==> config.mk <==
export PLATFORM = sky130hd
export DESIGN_NAME = pc_gen
export DESIGN_NICKNAME = d
export VERILOG_FILES = /design/src/rtl/pc_gen.sv
export SDC_FILE = /design/constraint.sdc
export NUM_CORES = 1
export LEC_CHECK = 0
export BUFFER_PORTS_ARGS = -buffer_cell sky130_fd_sc_hd__buf_2
export CAP_MARGIN = 20
export CORE_ASPECT_RATIO = 0.7
export CORE_MARGIN = 1
export CORE_UTILIZATION = 56
export CTS_CLUSTER_SIZE = 25
export DETAILED_ROUTE_END_ITERATION = 16
export PLACE_DENSITY = 0.81
export SYNTH_ARGS = -nofsm -noshare
export SYNTH_HDL_FRONTEND = slang
export SYNTH_SLANG_ARGS = --single-unit
==> constraint.sdc <==
create_clock -name clk -period 6.4 [get_ports clk]
set_clock_uncertainty 0.2 [all_clocks]
set_input_delay 0.96 -clock clk [delete_from_list [all_inputs] [get_ports clk]]
set_output_delay 0.96 -clock clk [all_outputs]
set_load 0.005 [all_outputs]
==> src/rtl/pc_gen.sv <==
// pc_gen: program counter ahead of a registered fetch; handles stall replay, redirects, traps, halt and range faults.
module pc_gen #(
  parameter logic [31:0] RESET_PC    = 32'h0000_0000,
  parameter logic [31:0] TRAP_VECTOR = 32'h0000_0100,
  parameter int          IMEM_BYTES  = 1024
) (
  input  logic        clk,
  input  logic        rst,
  input  logic        stall,
  input  logic        redirect,
  input  logic [31:0] redirect_target,
  input  logic        trap,
  input  logic        halt,
  output logic [31:0] pc,
  output logic [31:0] instr_pc,
  output logic        instr_valid,
  output logic        misaligned,
  output logic [31:0] bad_addr,
  output logic        fault,
  output logic        halted
);
  localparam logic [31:0] LAST_PC = 32'(IMEM_BYTES - 4);
  typedef enum logic {RUN, HALT} state_t;
  state_t      state_q, state_d;
  logic [31:0] npc_q, npc_d, ipc_q, ipc_d, bad_q, bad_d;
  logic        valid_q, valid_d, mis_q, mis_d, fault_q, fault_d;
  always_comb begin
    state_d = state_q;
    npc_d   = npc_q;
    ipc_d   = ipc_q;
    valid_d = valid_q;
    mis_d   = 1'b0;
    bad_d   = bad_q;
    fault_d = fault_q;
    if (state_q == HALT) begin
      valid_d = 1'b0;
    end else if (halt) begin
      state_d = HALT;
      valid_d = 1'b0;
    end else if (!stall && !trap && !redirect && npc_q > LAST_PC) begin
      fault_d = 1'b1;
      state_d = HALT;
      valid_d = 1'b0;
    end else if (trap || redirect) begin
      // a misaligned redirect is turned into a trap and reported
      mis_d   = !trap && (redirect_target[1:0] != 2'b00);
      npc_d   = (trap || mis_d) ? TRAP_VECTOR : redirect_target;
      bad_d   = mis_d ? redirect_target : bad_q;
      valid_d = 1'b0;
    end else if (!stall) begin
      ipc_d   = npc_q;
      valid_d = 1'b1;
      npc_d   = npc_q + 32'd4;
    end
  end
  always_ff @(posedge clk or posedge rst) begin
    if (rst) begin
      state_q <= RUN;
      npc_q   <= RESET_PC;
      ipc_q   <= RESET_PC;
      valid_q <= 1'b0;
      mis_q   <= 1'b0;
      bad_q   <= 32'd0;
      fault_q <= 1'b0;
    end else begin
      state_q <= state_d;
      npc_q   <= npc_d;
      ipc_q   <= ipc_d;
      valid_q <= valid_d;
      mis_q   <= mis_d;
      bad_q   <= bad_d;
      fault_q <= fault_d;
    end
  end
  // replaying the held address keeps the registered fetch output stable
  assign pc          = stall ? ipc_q : npc_q;
  assign instr_pc    = ipc_q;
  assign instr_valid = valid_q;
  assign misaligned  = mis_q;
  assign bad_addr    = bad_q;
  assign fault       = fault_q;
  assign halted      = (state_q == HALT);
endmodule

==> flow_summary.ini <==
[floorplanning]
rows = 27
dieArea_mm2 = 0.00892
ios = 138
die_w_um = 112
start_util_pct = 59.2
die_h_um = 79.3
core_area_mm2 = 0.00807

[placed_design]
place_area_mm2 = 0.00552
hpwl_mm = 8.93
port_buffers = 137
dp_slack_ns = 2.99
place_congestion = 0.918

[clocking]
cts_tree = built
clkTransAtPathRegs_ns = 0.06
hold_buffers = 0
cts-root-buf = clkbuf_16
cts-buffers-inserted = 9
clock_latency_ns = 0.34
clkSinkCount = 100
cts_buffer_depth = 2
cts_setup_buffers = 0
htree_levels = 3
cts_resized = 0

[sta]
whs_ns = 0.271
slew-limit-headroom_pct = 34.5
tightest_slew_ns = 0.983
setup_violations = 0
setup_slack_ns = 2.97
rsz0062_at_grt = false
fin_crit_ns = 3.43
hold_viol_final = 0
tns_ns = 0
max_freq_ghz = 0.291
drv_slew = 0
period_share_pct = 53.7

[power_and_ir_drop]
p_comb_share_pct = 8.9
switching_share_pct = 23.4
p_seq_share_pct = 52.7
p_sw_w = 0.000302
ir_worst_vdd_mv = 0.130
power_frac_clock_pct = 38.5
leakagePower_nw = 3.12
power_density_mw_per_mm2 = 222
p_int_w = 0.000989

[grt]
track_usage_pct = 28.6
grt_overflow = 0
grt_pass1_wl_mm = 19.0
antenna_found_initial = 0
grt_max_degree = 84
grt_pass1_vias = 3528

[finish]
final_util_pct = 72.0
diodes = 0
final_nets = 573
fillers = 595
syn_to_final_growth_pct = 21.7
drive_above_1_share_pct = 44.6
final_area_mm2 = 0.00582

[logic_synthesis]
async_flop_share_pct = 100
syn-instance-count = 402
synth_common_cells = dfrtp_1 (100), mux2_2 (54), nand2_1 (51)
yosysSeqAreaShare_pct = 52.3
ys_types = 46
synth_edf_count = 0
synth_top_cell_by_area = dfrtp_1
synth_seq_cells = 100
syn_nets = 441
yosys-top-cells-area = dfrtp_1 (52%), mux2_2 (13%), mux2_4 (8.5%), nand2_1 (4.0%), o21ai_0 (2.4%)
yosysMostFrequentCell = dfrtp_1
syn_area_mm2 = 0.00478
synth_top_area_share_pct = 52.3
syn_avg_cell_area_um2 = 11.9
ys_warn_count = 0
ys.flop_type = dfrtp_1

[route]
viasPerCell = 5.98
drt_iter0_drc = 439
drc = 0
wl_per_cell_um = 19.2
num_vias = 3822
first_pass_iters = 5
ant_nets = 0
routed_wl_mm = 12.2

[setup_path]
crit_arrival_ns = 2.27
end_kind = output port
critPathKind = input port to output port
critPathLaunchType = input port
cp_max_fo = 51
cp.required_ns = 5.24

[status]
status = completed

[worst_hold_path]
hold_path.class = flop to flop

[flow_run]
cap_violations = 0
state kept, by name, summed over array words and instances (netlist names):
name         flops
halted           1
bad_addr        32
misaligned       1
fault            1
npc_q           32
instr_valid      1
instr_pc        32
power groups by stage:
stage | Sequential (W) | Clock (W) | Combinational (W)
5_1_grt | 0.000682 | 0.000530 | 0.000126
3_5_place_dp | 0.000690 | 0 | 0.000112
4_1_cts | 0.000679 | 0.000507 | 0.000113
3_3_place_gp | 0.000689 | 0 | 0.000109
2_1_floorplan | 0.000683 | 0 | 0.0000595
6_report | 0.000680 | 0.000497 | 0.000114
per-layer routing:
| metal | global-route usage, % | share of wire, % | vias to the layer above |
|---|---|---|---|
| met2 | 42.5 | 44 | 229 |
| met4 | 7.60 | 1.2 | 0 |
| met5 | 0 | 0 | - |
| met3 | 7.71 | 11 | 17 |
| met1 | 41.5 | 44 | 1868 |
| li1 | - | - | 1708 |
worst max-delay path: stages:
cell and delay [ns]:
buf_2 0.72, mux2_2 0.45, buf_2 0.13
path summary, 6_finish.rpt:
kind,to,from,slack (ns),cells after the start
max,pc[21],stall,2.97,3
min,fault,fault,0.27,1
max reg2reg,npc_q[2],npc_q[28],3.05,5
min reg2reg,fault,fault,0.27,1
max in group asynchronous,bad_addr[10],rst,4.76,4
min in group asynchronous,bad_addr[26],rst,0.34,2
cell usage in the layout, fill, tap and decap left out, types with 3 or more instances in the layout:
cell       synthesis  final
and3_1             4      4
buf_2              2    137
a21oi_1            8      8
clkbuf_16          0      9
nand4_1            5      5
nand3_1            6      6
mux2i_1           11     11
a22o_1             8      8
nor3_1             7      6
mux2_2            54     54
nor4_1             7      7
nand2_1           51     51
o21ai_0           23     23
o31ai_1            7      7
mux2_1             4      4
buf_4              2      4
mux2_4            27     27
inv_1             17     16
dfrtp_1          100    100
nor2_1            11     11
and2_1             3      3
cells by family (layout without fill, tap and decap cells):
family	after synthesis	count (layout)	share of synthesized area, %
and+or+nand+nor	103	103	10.1
DFF	100	100	52.3
muxes	96	96	24.4
AOI/OAI and AO/OA	64	64	9.03
buffers and inverters	38	174	3.82
adders and majority gates	1	1	0.262
through the flow:
step | power (W) | cells
4_1_cts | 0.00130 | 638
6_report | 0.00129 | 639
5_1_grt | 0.00134 | 639
2_1_floorplan | 0.000742 | 402
3_5_place_dp | 0.000803 | 623
3_3_place_gp | 0.000798 | 623
layout make-up:
| class | instances | area, µm² | share of cell area, % |
|---|---|---|---|
| clock inverters | 2 | 10.0 | 0.172 |
| multi-input cells | 264 | 2110 | 36.2 |
| clock buffers | 13 | 260 | 4.47 |
| repair buffers | 142 | 743 | 12.8 |
| inverters | 17 | 66.3 | 1.14 |
| flip-flops and latches | 100 | 2500 | 43.0 |
| well taps | 101 | 126 | 2.17 |
Power figures use the tool's default switching activity.
